`config.mk`:
```
export PLATFORM = sky130hd
export DESIGN_NAME = addsub_pipe
export DESIGN_NICKNAME = d
export VERILOG_FILES = /design/src/rtl/addsub_pipe.sv
export SDC_FILE = /design/constraint.sdc
export NUM_CORES = 1
export LEC_CHECK = 0
export BUFFER_PORTS_ARGS = -buffer_cell sky130_fd_sc_hd__buf_2
export CORE_MARGIN = 4
export CORE_UTILIZATION = 61
export DETAILED_ROUTE_END_ITERATION = 10
export PLACE_DENSITY = 0.87
export SYNTH_ARGS = -nofsm -noshare
export SYNTH_HDL_FRONTEND = slang
export SYNTH_SLANG_ARGS = --single-unit
```
`constraint.sdc`:
```
create_clock -name clk -period 4.3 [get_ports clk]
set_clock_uncertainty 0.15 [all_clocks]
set_input_delay 0.215 -clock clk [delete_from_list [all_inputs] [get_ports clk]]
set_output_delay 0.215 -clock clk [all_outputs]
set_load 0.005 [all_outputs]
```
`src/rtl/addsub_pipe.sv`:
```
// Pipelined two's-complement adder/subtractor: result = a + (b ^ {WIDTH{s}}) + cin,
// resolved CHUNK bits per stage with valid/ready handshakes and result flags.
module addsub_pipe #(
    parameter int WIDTH = 16,
    parameter int CHUNK = 4
) (
    input  logic             clk,
    input  logic             rst_n,
    input  logic             in_valid,
    output logic             in_ready,
    input  logic [WIDTH-1:0] a,
    input  logic [WIDTH-1:0] b,
    input  logic             cin,
    input  logic             s,
    output logic             out_valid,
    input  logic             out_ready,
    output logic [WIDTH-1:0] sum,
    output logic             cout,
    output logic             ovf,
    output logic             zero,
    output logic             neg
);

    localparam int NSTG = WIDTH / CHUNK;

    logic w_stall;
    logic w_adv;

    // A single global enable: a stalled output freezes every stage, so bubbles stay in place.
    assign w_stall  = out_valid & ~out_ready;
    assign w_adv    = ~w_stall;
    assign in_ready = w_adv;

    genvar k;
    generate
        for (k = 0; k < NSTG; k++) begin : g_stg
            localparam int LO = k * CHUNK;
            localparam int HI = WIDTH - LO;

            logic [HI-1:0]       w_a_in;
            logic [HI-1:0]       w_b_in;
            logic                w_c_in;
            logic                w_v_in;
            logic [CHUNK:0]      w_chunk;
            logic [LO+CHUNK-1:0] w_lo_new;
            logic                r_v;
            logic                r_c;
            logic [LO+CHUNK-1:0] r_lo;

            if (k == 0) begin : g_first
                assign w_a_in   = a;
                assign w_b_in   = b ^ {WIDTH{s}};
                assign w_c_in   = cin;
                assign w_v_in   = in_valid;
                assign w_lo_new = w_chunk[CHUNK-1:0];
            end else begin : g_next
                assign w_a_in   = g_stg[k-1].g_hi.r_a;
                assign w_b_in   = g_stg[k-1].g_hi.r_b;
                assign w_c_in   = g_stg[k-1].r_c;
                assign w_v_in   = g_stg[k-1].r_v;
                assign w_lo_new = {w_chunk[CHUNK-1:0], g_stg[k-1].r_lo};
            end

            assign w_chunk = {1'b0, w_a_in[CHUNK-1:0]} + {1'b0, w_b_in[CHUNK-1:0]}
                           + {{CHUNK{1'b0}}, w_c_in};

            // Stage valid, chunk carry and the growing block of finished low sum bits.
            always_ff @(posedge clk or negedge rst_n) begin
                if (!rst_n) begin
                    r_v  <= 1'b0;
                    r_c  <= 1'b0;
                    r_lo <= {(LO+CHUNK){1'b0}};
                end else if (w_adv) begin
                    r_v  <= w_v_in;
                    r_c  <= w_chunk[CHUNK];
                    r_lo <= w_lo_new;
                end
            end

            if (k < NSTG - 1) begin : g_hi
                logic [HI-CHUNK-1:0] r_a;
                logic [HI-CHUNK-1:0] r_b;

                // Skew registers: operand bits still waiting for a later stage.
                always_ff @(posedge clk or negedge rst_n) begin
                    if (!rst_n) begin
                        r_a <= {(HI-CHUNK){1'b0}};
                        r_b <= {(HI-CHUNK){1'b0}};
                    end else if (w_adv) begin
                        r_a <= w_a_in[HI-1:CHUNK];
                        r_b <= w_b_in[HI-1:CHUNK];
                    end
                end
            end else begin : g_flg
                logic w_cmsb;
                logic r_ovf;
                logic r_zero;

                // Carry into the MSB recovered from the MSB's own sum bit.
                assign w_cmsb = w_a_in[CHUNK-1] ^ w_b_in[CHUNK-1] ^ w_chunk[CHUNK-1];

                // Flags of the final stage, registered alongside the result.
                always_ff @(posedge clk or negedge rst_n) begin
                    if (!rst_n) begin
                        r_ovf  <= 1'b0;
                        r_zero <= 1'b0;
                    end else if (w_adv) begin
                        r_ovf  <= w_cmsb ^ w_chunk[CHUNK];
                        r_zero <= ~|w_lo_new;
                    end
                end
            end
        end
    endgenerate

    assign out_valid = g_stg[NSTG-1].r_v;
    assign sum       = g_stg[NSTG-1].r_lo;
    assign cout      = g_stg[NSTG-1].r_c;
    assign ovf       = g_stg[NSTG-1].g_flg.r_ovf;
    assign zero      = g_stg[NSTG-1].g_flg.r_zero;
    assign neg       = sum[WIDTH-1];

endmodule

```
==> flow_summary.toml <==
[worst_setup_path]
arrival_ns = 1.87
path_max_fanout = 62
reg2reg_setup_slack_ns = 2.08
start_kind = "register"
worst_ep_required_time_ns = 3.93
r2r-start = "out_valid"
r2r_cells = 5
crit_start = "out_valid"
path_class = "register to output port"
reg2reg_to = "g_stg[2].r_c"
end_kind = "output port"
cp-endpoint = "in_ready"

[clocking]
post_cts_buffers = 0
clock_path_buffers = 2
cts.sinks = 98
cts_resized = 0
clk_pin_slew_ns = 0.09
cts_tree = "done"
h-tree-depth = 3
root_buffer = "clkbuf_8"
insertion_delay_ns = 0.36
cts_buffers = 9

[timing]
drv_slew = 0
slew-limit-headroom = 0.329
fmax_mhz = 448
tightest_slew_ns = 1.01
period_needed_ns = 2.23
finalSetupViolCount = 0
hold_violations = 0
setup_ws_ns = 2.07
rsz0062_at_grt = "false"
setup_tns_ns = 0
fin_crit_sh = 0.519

[global_route]
grt_util_met1 = 0.269
grt_use_met3 = 0.0451
grt-ovfl-total = 0
grt_max_degree = 108
antenna_found_initial = 0
grt.total_usage = 0.209
first_global_vias = 3096
grt_first_pass_wirelength_um = 14000
top_usage_layer = "met2"
met2_usage = 0.346

[yosys]
synth_seq_area_share = 0.567
syn-instance-count = 464
syn_avg_cell_area_um2 = 9.31
netlist_area_mm2 = 0.00432
async_reset_ff_frac = 1.00
synth-edff-count = 0
synth_nets = 522
ys_types = 27
ys.flop_type = "dfrtp_1"
yosys_warnings = 0
ys_seq_elements = 98

[routing]
wl_per_cell_um = 12.7
drtIter0Drc = 210
drc = 0
viasPerCell = 4.99
vias = 3184
drtAntennaViolNets = 0
routed_wl_um = 8130
drt-pass1-iter-count = 4

[power_and_ir_drop]
clkPwrFrac = 0.153
combinationalPowerShare = 0.371
switching_power_w = 0.00125
ir_drop_mv = 0.300
switching_share = 0.377
seqPwrFrac = 0.476
leakagePower_nw = 2.65
p_int_w = 0.00207
power_per_cell_area_mw_per_mm2 = 656

[finish]
layout_common_cells = "227 x nand2_1, 98 x dfrtp_1, 58 x buf_2"
drive_above_1_share = 0.148
fin_nets = 596
multi_input_area_mm2 = 0.00172
final_core_util = 0.740
final_common_cell = "nand2_1"
seq_area_mm2 = 0.00245
fillers = 498
syn2layout_area_growth_pct = 17.1
antenna_cells = 0

[placed_design]
pre_cts_slack_ns = 2.08
io_buffers = 59
gp_congestion = 0.797
place_hpwl_um = 5250

[floorplan]
die_w_um = 92.2
die_area_mm2 = 0.00850
num_rows = 30
start_util = 0.633
fp.dieH_um = 92.2
io_pins = 60
fp.coreArea_mm2 = 0.00683

[worst_hold_path]
hold_class = "input port to register"

[status]
status = "finished, final reports clean"

[flow_run]
cap_violations = 0
-- cell type report --
class / instances / share of cell area
flip-flops and latches: 98 / 0.485
multi-input cells: 333 / 0.340
repair buffers: 87 / 0.113
clock buffers: 11 / 0.0260
well taps: 96 / 0.0237
inverters: 9 / 0.00668
clock inverters: 4 / 0.00594
-- power groups by stage --
| stage | logic (W) | registers [W] | clock network [W] |
|---|---|---|---|
| finish | 0.00123 | 0.00158 | 0.000506 |
| CTS | 0.00124 | 0.00158 | 0.000518 |
| global route | 0.00142 | 0.00164 | 0.000563 |
| detailed placement | 0.00121 | 0.00160 | 0 |
| global placement | 0.00112 | 0.00158 | 0 |
| floorplan | 0.000892 | 0.00155 | 0 |
-- worst min-delay path by stage --
stage                                        to  cells past startpoint   from
final                     g_stg[0].g_hi.r_b[11]                      3  b[15]
after global routing      g_stg[0].g_hi.r_b[11]                      3  b[15]
after CTS                 g_stg[0].g_hi.r_b[11]                      3  b[15]
after detailed placement                 sum[2]                      1  rst_n
after global placement                   sum[4]                      1  rst_n
after floorplan                            cout                      0  rst_n
-- through the flow --
stage | instances | cell area [µm²] | hold slack [ns] | total power (W)
final | 638 | 5060 | 0.0131 | 0.00332
after global routing | 638 | 5060 | 0.0126 | 0.00362
after CTS | 638 | 5060 | 0.00347 | 0.00334
after detailed placement | 598 | 4650 | 0.0939 | 0.00280
after global placement | 598 | 4650 | 0.0938 | 0.00270
after floorplan | 464 | 4320 | -0.231 | 0.00244
-- sequential cells by signal, summed over array words and instances, names as in the netlist --
name,cells
sum,16
ovf,1
g_stg.r_lo,24
out_valid,1
g_stg.r_v,3
zero,1
g_stg.r_c,3
g_stg.g_hi.r_b,24
cout,1
g_stg.g_hi.r_a,24
-- metal layers --
metal	wire (µm)	share of wire
met1	3480	0.43
met2	4080	0.50
met3	402	0.049
met4	171	0.021
met5	0	0
-- kinds of logic after synthesis --
| family | count (synthesis) | synth area share |
|---|---|---|
| simple gates | 247 | 0.224 |
| flops | 98 | 0.567 |
| compound gates | 43 | 0.0541 |
| buf+inv | 33 | 0.0362 |
| xor+xnor | 23 | 0.0466 |
| fa+ha+maj | 20 | 0.0718 |
-- synthesized netlist by cell type (2+ instances only) --
master | count | area (µm²)
xnor2_1 | 16 | 140
a21oi_1 | 14 | 70.1
dfrtp_1 | 98 | 2450
nand2_1 | 227 | 852
nor4_1 | 2 | 12.5
xor2_1 | 7 | 61.3
buf_4 | 3 | 22.5
inv_1 | 8 | 30.0
buf_2 | 11 | 55.1
fa_1 | 8 | 160
a21o_1 | 5 | 37.5
o21ai_1 | 22 | 110
nor2_1 | 9 | 33.8
nor2b_1 | 3 | 18.8
clkbuf_1 | 8 | 30.0
ha_1 | 12 | 150
-- worst max-delay path: stages, from the launching register on --
cell and delay [ns]:
dfrtp_1 0.38, nor2b_4 0.13, inv_2 0.71, buf_2 0.26
-- timing repair --
item	4_1_cts	5_1_grt
endpoints found under the setup margin	0	0
hold endpoints to repair	71	0
hold buffers	25	0
Note: power is estimated with default switching activity, not from simulation.
